### config.mk
export PLATFORM = sky130hd
export DESIGN_NAME = pipeline_hazard_ctrl
export DESIGN_NICKNAME = d
export VERILOG_FILES = /design/src/rtl/pipe_ctrl_pkg.sv /design/src/rtl/sat_counter.sv /design/src/rtl/pipeline_hazard_ctrl.sv
export SDC_FILE = /design/constraint.sdc
export NUM_CORES = 1
export LEC_CHECK = 0
export CORE_MARGIN = 2
export CORE_UTILIZATION = 35
export DETAILED_ROUTE_END_ITERATION = 6
export SKIP_LAST_GASP = 1
export SLEW_MARGIN = 5
export SYNTH_ARGS = -nofsm -noshare
export SYNTH_HDL_FRONTEND = slang
export SYNTH_HIERARCHICAL = 1
export SYNTH_SLANG_ARGS = --single-unit
### constraint.sdc
create_clock -name clk -period 2.5 [get_ports clk]
set_input_delay 0.5 -clock clk [delete_from_list [all_inputs] [get_ports clk]]
set_output_delay 0.5 -clock clk [all_outputs]
set_load 0.01 [all_outputs]
### src/rtl/pipe_ctrl_pkg.sv
// ============================================================================
// Module   : pipe_ctrl_pkg
// Brief    : Shared types and constants for the pipeline hazard controller.
// Revision : 1.0 - initial release
// ============================================================================
`default_nettype none

package pipe_ctrl_pkg;

  typedef enum logic [0:0] {
    ST_RUN      = 1'b0,
    ST_REDIRECT = 1'b1
  } ctrl_state_t;

  localparam logic [31:0] NOP_INSTR = 32'h0000_0000;

endpackage

`default_nettype wire

### src/rtl/sat_counter.sv
// ============================================================================
// Module   : sat_counter
// Brief    : Up-counter that sticks at all-ones instead of wrapping.
// Revision : 1.0 - initial release
// ============================================================================
`default_nettype none

module sat_counter #(
  parameter int CNT_W = 16
) (
  input  logic             clk,
  input  logic             reset,
  input  logic             inc,
  input  logic             clear,
  output logic [CNT_W-1:0] count
);

  localparam logic [CNT_W-1:0] C_MAX = {CNT_W{1'b1}};

  logic [CNT_W-1:0] r_count;

  always_ff @(posedge clk or posedge reset) begin
    if (reset) begin
      r_count <= '0;
    end else if (clear) begin
      r_count <= '0;
    end else if (inc && (r_count != C_MAX)) begin
      r_count <= r_count + 1'b1;
    end
  end

  assign count = r_count;

endmodule

`default_nettype wire

### src/rtl/pipeline_hazard_ctrl.sv
// ============================================================================
// Module   : pipeline_hazard_ctrl
// Brief    : Stall/flush sequencer for the 5-stage pipeline (load-use, branch
//            redirect, I-mem wait, D-mem freeze) with performance counters.
// Revision : 1.0 - initial release
// ============================================================================
`default_nettype none

module pipeline_hazard_ctrl
  import pipe_ctrl_pkg::*;
#(
  parameter int REG_W = 5,
  parameter int CNT_W = 16
) (
  input  logic             clk,
  input  logic             reset,
  input  logic [REG_W-1:0] id_rs,
  input  logic [REG_W-1:0] id_rt,
  input  logic             id_uses_rt,
  input  logic             ex_mem_read,
  input  logic [REG_W-1:0] ex_rt,
  input  logic             ex_branch_taken,
  input  logic             imem_ready,
  input  logic             dmem_stall,
  output logic             pc_write,
  output logic             pc_sel_target,
  output logic             if_id_write,
  output logic             if_id_flush,
  output logic             id_ex_bubble,
  output logic             pipe_freeze,
  output logic [CNT_W-1:0] stall_cnt,
  output logic [CNT_W-1:0] flush_cnt
);

  ctrl_state_t r_state;
  ctrl_state_t w_state_next;
  logic        w_lu;
  logic        w_stall_inc;
  logic        w_flush_inc;

  assign w_lu = ex_mem_read && (ex_rt != '0) &&
                ((ex_rt == id_rs) || (id_uses_rt && (ex_rt == id_rt)));

  always_ff @(posedge clk or posedge reset) begin
    if (reset) begin
      r_state <= ST_RUN;
    end else begin
      r_state <= w_state_next;
    end
  end

  always_comb begin
    w_state_next  = r_state;
    w_stall_inc   = 1'b0;
    w_flush_inc   = 1'b0;
    pc_write      = 1'b0;
    pc_sel_target = 1'b0;
    if_id_write   = 1'b0;
    if_id_flush   = 1'b0;
    id_ex_bubble  = 1'b0;
    pipe_freeze   = 1'b0;

    if (reset) begin
      if_id_flush  = 1'b1;
      id_ex_bubble = 1'b1;
    end else if (dmem_stall) begin
      // EX is held, so a pending branch is simply seen again after the freeze.
      pipe_freeze = 1'b1;
    end else if (ex_branch_taken) begin
      pc_write      = 1'b1;
      pc_sel_target = 1'b1;
      if_id_flush   = 1'b1;
      id_ex_bubble  = 1'b1;
      w_flush_inc   = 1'b1;
      w_state_next  = imem_ready ? ST_RUN : ST_REDIRECT;
    end else if (r_state == ST_REDIRECT) begin
      if (imem_ready) begin
        pc_write     = 1'b1;
        if_id_write  = 1'b1;
        w_state_next = ST_RUN;
      end else begin
        if_id_flush = 1'b1;
        w_stall_inc = 1'b1;
      end
    end else if (w_lu) begin
      id_ex_bubble = 1'b1;
      w_stall_inc  = 1'b1;
    end else if (!imem_ready) begin
      if_id_write = 1'b1;
      if_id_flush = 1'b1;
      w_stall_inc = 1'b1;
    end else begin
      pc_write    = 1'b1;
      if_id_write = 1'b1;
    end
  end

  sat_counter #(.CNT_W(CNT_W)) u_stall_cnt (
    .clk   (clk),
    .reset (reset),
    .inc   (w_stall_inc),
    .clear (1'b0),
    .count (stall_cnt)
  );

  sat_counter #(.CNT_W(CNT_W)) u_flush_cnt (
    .clk   (clk),
    .reset (reset),
    .inc   (w_flush_inc),
    .clear (1'b0),
    .count (flush_cnt)
  );

endmodule

`default_nettype wire

# Yosys cells after proc, flatten, opt, wreduce, memory -nomap -nowiden
# Index checks and enable logic that the tools add are counted.
# op_classes
add_sub_neg,2
n_eq_ne,4
n_mux,34
bitwise,2
n_reduce_logical,8
# ops
cell,n
1-bit two-way mux,34
"16-bit by 1-bit adder with 16-bit output, second input constant",2
"16-bit != test, second input constant",2
5-bit equality test,2
1-bit logical AND,5
5-bit nonzero test,1
1-bit inverter,2
2-bit AND reduction,1
1-bit logical OR,1
# totals
reg_bits,33
output_inout_bits,38

# Logic depth before layout (Yosys ltp)
# Gate-level depths: netlist of run 1.
# logic_depth
word_depth,10
ltp_mapped,9

# Modules after synthesis
# Netlist of run 1, hierarchy kept.
# modules_own_cells
mod,instances,cells_each,area_each_um2,seq_area_each_um2
sat_counter,2,101,932.1,400.4
pipeline_hazard_ctrl,1,40,279.0,25.0

# Worst setup path after synthesis of run 1
# No wires, ideal clock.
# synth_path
path_kind,input to register
startpoint,input port ex_rt[4]
endpoint,register u_stall_cnt.r_count[13] (netlist: u_stall_cnt/count[13])
setup_time_ns,0.077
arrival_ns,2.475
required_ns,2.423
setup_slack_ns,-0.053
path_stages,9
cell_sequence,xnor2_1 > nand3_1 > o22ai_1 > a31o_1 > clkbuf_2 > nand3_1 > or4_4 > or4_1 > a21oi_1
# synth_between
elab_chain_cells,10
# synth_lines
item,line,source
from (decl),pipeline_hazard_ctrl.sv:21,"input logic [REG_W-1:0] ex_rt,"
5-bit equality test,pipeline_hazard_ctrl.sv:42,((ex_rt == id_rs) || (id_uses_rt && (ex_rt == id_rt)));
1-bit logical AND,pipeline_hazard_ctrl.sv:42,
1-bit logical OR,pipeline_hazard_ctrl.sv:42,
1-bit logical AND *,pipeline_hazard_ctrl.sv:41,assign w_lu = ex_mem_read && (ex_rt != '0) &&
1-bit two-way mux *,pipeline_hazard_ctrl.sv:85,end else if (w_lu) begin
1-bit two-way mux *,pipeline_hazard_ctrl.sv:76,end else if (r_state == ST_REDIRECT) begin
1-bit two-way mux *,pipeline_hazard_ctrl.sv:69,end else if (ex_branch_taken) begin
1-bit two-way mux *,pipeline_hazard_ctrl.sv:66,end else if (dmem_stall) begin
1-bit two-way mux *,pipeline_hazard_ctrl.sv:63,if (reset) begin
named net w_stall_inc,pipeline_hazard_ctrl.sv:38,logic w_stall_inc;
1-bit logical AND *,sat_counter.sv:27,end else if (inc && (r_count != C_MAX)) begin
to (signal assigned),sat_counter.sv:28,r_count <= r_count + 1'b1;
to (decl),sat_counter.sv:20,logic [CNT_W-1:0] r_count;
# Mark *: on every way through the listed nets, which the timed path passes. The rest lies on a longest branch.
# A chain may end at the register's enable or synchronous reset.

# Final worst setup path of run 1
# layout_path
startpoint,input port ex_rt[3]
endpoint,register u_stall_cnt.r_count[13] (netlist: u_stall_cnt/count[13])
# Same word-level chain as after synthesis.

==> impl_results.md, run 1 <==
* First-pass detailed-route iteration total at 4
* Endpoint class of the critical path: flip-flop
* Reg clk slew, reported paths at ~70 ps
* Row cnt at 28
* Largest net degree at the start of global routing at 20
* DR vias at 2212
* Die height at 82.3 um
* Synth-to-Final Area Change at 47.8%
* P_leak at approximately 1.3 nW
* Maxcap violations at 0
* Critical Path Start Type: input pin
* Total CTS buffers at 5
* Max Fclk at 0.414 GHz
* Antenna violations before repair at 0
* Mapped cell area at 2140 um2
* Skew-Pair Late Insertion Delay at 290 ps
* Pre-CTS setup slack at -466 ps
* Vias in the first global route at 2067
* Skew final at approximately 11 ps
* Setup TNS at 0 ps
* Antenna-violating nets left at 0
* Critical path fanouts, max at 5
* Core area at 5920 um2
* Width of the die at 82.3 um
* Cells after DPL at 392
* Final worst path period need at 2420 ps
* Share of layout cells above drive strength 1 at 0.206
* Drt first-iter violations at 83
* Remaining global-route overflow at 0
* Peak VDD IR at 0.372 mV
* Top_reg_cell synth: dfrtp_1
* First-pass GRT wire length at 9640 um
* Post-route insts no fill at 401
* Yosys warns at 6
* Post-route setup slack at ~84 ps
* Slew of the pin with the lowest slew margin at 650 ps
* Fin area at 3170 um2
* CTS root buffer: clkbuf_8
* Tcrit/Tclk final at 0.966
* Setup CP Type: input pin to flip-flop
* CTS tree: built
* Port-buffer cells at 59
* Routed WL per cell at 15.0 um
* Seq/Total Area, Yosys at 0.385
* WL final at 6000 um
* Post-synth EDFFs at 0
* Rel. slew slack at 0.566
* Area share of the largest cell type after synthesis at 0.385
* Hold Fails Final Rpt at 0
* Avg Cell Area, Syn at 8.86 um2
* Most frequent cells in the layout: clkdlybuf4s50_1 (33), dfrtp_1 (33), buf_4 (24)
* Post-synth ARST share at 1.00
* Dominant cell type by area after synthesis: dfrtp_1
* Diodes inserted at 0
* Vias per cell at 5.52
* Hold Buf Count CTS at 0
* Worst Path Required at 2720 ps
* Fillers at 561
* Yosys cell types at 35
* Dpl cell area at 2960 um2
* DRC at 0
* # setup viols final at 0
* All-Layer GR Usage at 0.181
* GPL Wtd Cong at 0.779
* H-Tree Depth at 2
* HPWL Detailed at 4180 um
* Clk sink count at 33
* Total die area at 6770 um2
* WHS at 402 ps
* Fin. max-slew vios at 0
* Min-delay worst type: input pin to async pin
* Number of I/O pins at 60
* Final nets at 349
* Critical Path AT at 2630 ps
* Area contributors post-synth: dfrtp_1 (39%), a21oi_1 (5.8%), or4_1 (4.2%)
* Outcome: finished clean
* Initial Util at 0.362
* Synth Instances at 242
* Clock Tree Buf Depth at 2
* RSZ-0062 raised after global routing: false
* Flops & latches, synth at 33
* Pwr per Cell Area at 412 nW/um2
registers in the layout, summed over array words and instances (netlist names):
| register | flops |
|---|---|
| u_flush_cnt/count | 16 |
| u_stall_cnt/count | 16 |
| r_state | 1 |
worst paths after layout:
kind                                                   start                                end  slack, ps  cells after the start
max                                                 ex_rt[3]  u_stall_cnt/count[13]$_DFFE_PP0P_         80                      9
min                                                    reset                r_state$_DFFE_PP0P_        400                      4
max reg2reg                              r_state$_DFFE_PP0P_  u_stall_cnt/count[13]$_DFFE_PP0P_        250                      7
min reg2reg                u_stall_cnt/count[14]$_DFFE_PP0P_  u_stall_cnt/count[14]$_DFFE_PP0P_        560                      2
max in group asynchronous                              reset  u_flush_cnt/count[13]$_DFFE_PP0P_       1430                      4
min in group clk           u_stall_cnt/count[14]$_DFFE_PP0P_  u_stall_cnt/count[14]$_DFFE_PP0P_        560                      2
cell usage after synthesis, types with 4 or more instances:
master    count
nor2_1        9
nor4_1        7
inv_1        10
o41ai_1       4
nand4_1       9
nor3_1       10
or4_1        12
a31oi_1       4
or3_1        13
nor2b_1       6
xnor2_1      10
nand2_1      16
nand2b_1      5
a21oi_1      25
o21ai_0      12
nand3_1      15
dfrtp_1      33
mux2_2        4
o31ai_1      10
cell families after synthesis:
kind of cell,Yosys count,synth area share
DFF,33,0.385
other,1,0.00175
muxes,6,0.0304
and+or+nand+nor,112,0.315
AOI/OAI and AO/OA,60,0.175
xor gates and xnor gates,10,0.0409
buffers and inverters,18,0.0409
adders and majority gates,2,0.0117
report_power, final:
group | leakage, nW | switching [mW] | internal [mW] | total (mW)
Clock | 0.0681 | 0.215 | 0.396 | 0.611
Combinational | 0.801 | 0.0734 | 0.0767 | 0.150
Sequential | 0.459 | 0.00495 | 0.538 | 0.543
Total | 1.33 | 0.293 | 1.01 | 1.30
what timing repair did:
item	in CTS	in global routing
setup endpoints to repair	10	13
pin swaps	1	19
setup buffers	0	1
resized for setup	14	39
layout make-up:
class | count | area (um2) | area share
sequential | 33 | 826 | 0.261
clock inverter | 3 | 65.1 | 0.0205
multi-input combinational | 192 | 1310 | 0.414
timing repair buffer | 83 | 767 | 0.242
clock buffer | 5 | 68.8 | 0.0217
inverter | 10 | 37.5 | 0.0118
tap | 75 | 93.8 | 0.0296
through the flow:
step	power (mW)	utilization
2_1_floorplan	0.622	-
3_3_place_gp	0.704	0.500
3_5_place_dp	0.704	0.500
4_1_cts	1.31	0.522
5_1_grt	1.35	0.535
6_report	1.30	0.535
routing by layer:
layer  routed length (um)  track usage
met5                    0            0
met4                   77       0.0450
met3                  265       0.0391
met2                 2920        0.305
met1                 2740        0.235
worst max-delay path, stage by stage:
cell	delay [ps]
clkbuf_2	130
xnor2_2	180
nand2_1	100
o22ai_2	220
a31o_4	210
nand3_2	90
or4_4	570
or4_4	520
a21oi_2	120
(Power assumes the default switching activity.)
==> run 2: changes to the inputs <==
--- a/config.mk
+++ b/config.mk
@@ -7,6 +7,7 @@
 export LEC_CHECK = 0
 export CORE_MARGIN = 2
 export CORE_UTILIZATION = 35
+export CTS_CLUSTER_DIAMETER = 60
 export DETAILED_ROUTE_END_ITERATION = 6
 export SKIP_LAST_GASP = 1
 export SLEW_MARGIN = 5
==> constraint.sdc (replaced) <==
create_clock -name clk -period 3.1 [get_ports clk]
set_input_delay 0.62 -clock clk [delete_from_list [all_inputs] [get_ports clk]]
set_output_delay 0.62 -clock clk [all_outputs]
set_load 0.01 [all_outputs]
==> impl_results.md, run 2 (same netlist as run 1, synthesis figures left out) <==
* WP buf/inv at 2
* Vias per cell at 5.46
* Port-buffer cells at 59
* Cells after DPL at 378
* Dpl cell area at roughly 2800 um2
* # setup viols final at 0
* Clk network pwr share at 0.475
* HPWL Detailed at approximately 4000 um
* CP max-delay cell: clkdlybuf4s50_1
* Pint at between 0.8 and 0.9 mW
* Worst r2r src: r_state$_DFFE_PP0P_
* Reg clk slew, reported paths at 70 ps
* Antenna violations before repair at 0
* Remaining global-route overflow at 0
* Row cnt at 28
* Width of the die at 82.3 um
* Max Fclk at between 0.3 and 0.4 GHz
* All-Layer GR Usage at 0.173
* Initial Util at 0.362
* Clock Tree Buf Depth at 2
* Peak VDD IR at ~0.22 mV
* Share of layout cells above drive strength 1 at 0.0997
* Clk sink count at 33
* Switching Fraction at 0.223
* Fillers at 555
* Critical path, cell by cell: clkdlybuf4s50_1, or3_1, o311a_4, a31o_1, dlygate4sd2_1
* First-pass GRT wire length at 9230 um
* Reg-to-reg slack, setup at 1010 ps
* GPL Wtd Cong at 0.750
* Most frequent cells in the layout: clkdlybuf4s50_1 (55), dfrtp_1 (33), a21oi_1 (25)
* Top delay family on crit path: buffers and inverters
* Core area at 5920 um2
* Seq pwr share at 0.418
* Hold Path End: r_state$_DFFE_PP0P_
* Fin. max-slew vios at 0
* Skew final at 6.35 ps
* Critical Path Start Type: input pin
* Outcome: finished clean
* First-pass detailed-route iteration total at 4
* Post-route setup slack at ~170 ps
* Slew of the pin with the lowest slew margin at 662 ps
* Maxcap violations at 0
* Total die area at 6770 um2
* P_leak at 1.09 nW
* Diodes inserted at 0
* DRC at 0
* Worst Path Required at 2480 ps
* H-Tree Depth at 2
* Total CTS buffers at 5
* Vias in the first global route at 2014
* Final worst path period need at 2930 ps
* Fin area at 2980 um2
* Endpoint class of the critical path: primary output
* Slowest stage delay, CP at 470 ps
* Setup TNS at 0 ps
* Hold Buf Count CTS at 0
* CTS resizes at 5
* P_sw at 0.233 mW
* Setup CP Type: input pin to primary output
* Synth-to-Final Area Change at 39.2%
* Leading cell type in the layout, fill and taps excluded: clkdlybuf4s50_1
* Routed WL per cell at 14.2 um
* CTS root buffer: clkbuf_8
* Min-delay src: r_state$_DFFE_PP0P_
* Rel. slew slack at 0.558
* Tcrit/Tclk final at 0.946
* Pre-CTS setup slack at -102 ps
* Antenna-violating nets left at 0
* Critical path fanouts, max at 5
* RSZ-0062 raised after global routing: false
* Critical Path AT at 2310 ps
* Finished Core Util at 0.504
* FF-to-FF path depth at 7
* Pwr per Cell Area at 350 nW/um2
* Min-delay worst type: flip-flop to flip-flop
* Final nets at 334
* Hold Fails Final Rpt at 0
* Die height at 82.3 um
* Number of I/O pins at 60
* Post-route insts no fill at 386
* Reg2Reg Capture Point: u_stall_cnt/count[13]$_DFFE_PP0P_
* Largest net degree at the start of global routing at 20
* WL final at 5490 um
* Total chip power at 1.04 mW
* DR vias at 2108
* CTS tree: built
* Logic pwr share at 0.106
* Drt first-iter violations at between 80 and 90
* WHS at 565 ps
* Postcts setup bufs at 0
* Skew-Pair Late Insertion Delay at 290 ps
* Worst hold path depth at 1
==> run 2: cell count changes in the layout (fill, tap and decap cells not counted), sizes merged <==
cell	before	now
clkdlybuf4s50	33	55
clkbuf	12	5
clkdlybuf4s15	1	0
dlymetal6s2s	14	0
buf	24	9
==> run 2: worst max path at each step <==
stage	from	to	slack (ps)	cells after the start
after global routing	ex_rt[0]	id_ex_bubble	50	8
after CTS	ex_rt[1]	id_ex_bubble	160	5
final	ex_rt[1]	id_ex_bubble	170	5
after global placement	ex_rt[0]	pc_write	-90	5
after floorplan	ex_rt[4]	u_stall_cnt/count[13]$_DFFE_PP0P_	430	9
after detailed placement	ex_rt[1]	pc_write	-100	5
==> run 2: layout make-up <==
class                      instances  area (um2)  area share
multi-input combinational        192        1240       0.416
sequential                        33         826       0.277
timing repair buffer              68         653       0.219
tap                               75        93.8      0.0314
clock buffer                       5        68.8      0.0231
clock inverter                     3        65.1      0.0218
inverter                          10        37.5      0.0126
==> run 2: per-layer routing <==
layer  up-vias  share of wire  global-route usage
met5         -              0                   0
met3         6          0.046              0.0391
met1       989           0.46               0.223
li1       1065              -                   -
met2        48           0.48               0.289
met4         0          0.010              0.0500
==> run 2: power groups by stage <==
stage	clock (mW)	combinational, mW	sequential [mW]
after floorplan	0	0.0548	0.445
after global placement	0	0.111	0.445
after detailed placement	0	0.111	0.446
after CTS	0.509	0.110	0.437
after global routing	0.533	0.123	0.438
final	0.497	0.111	0.437
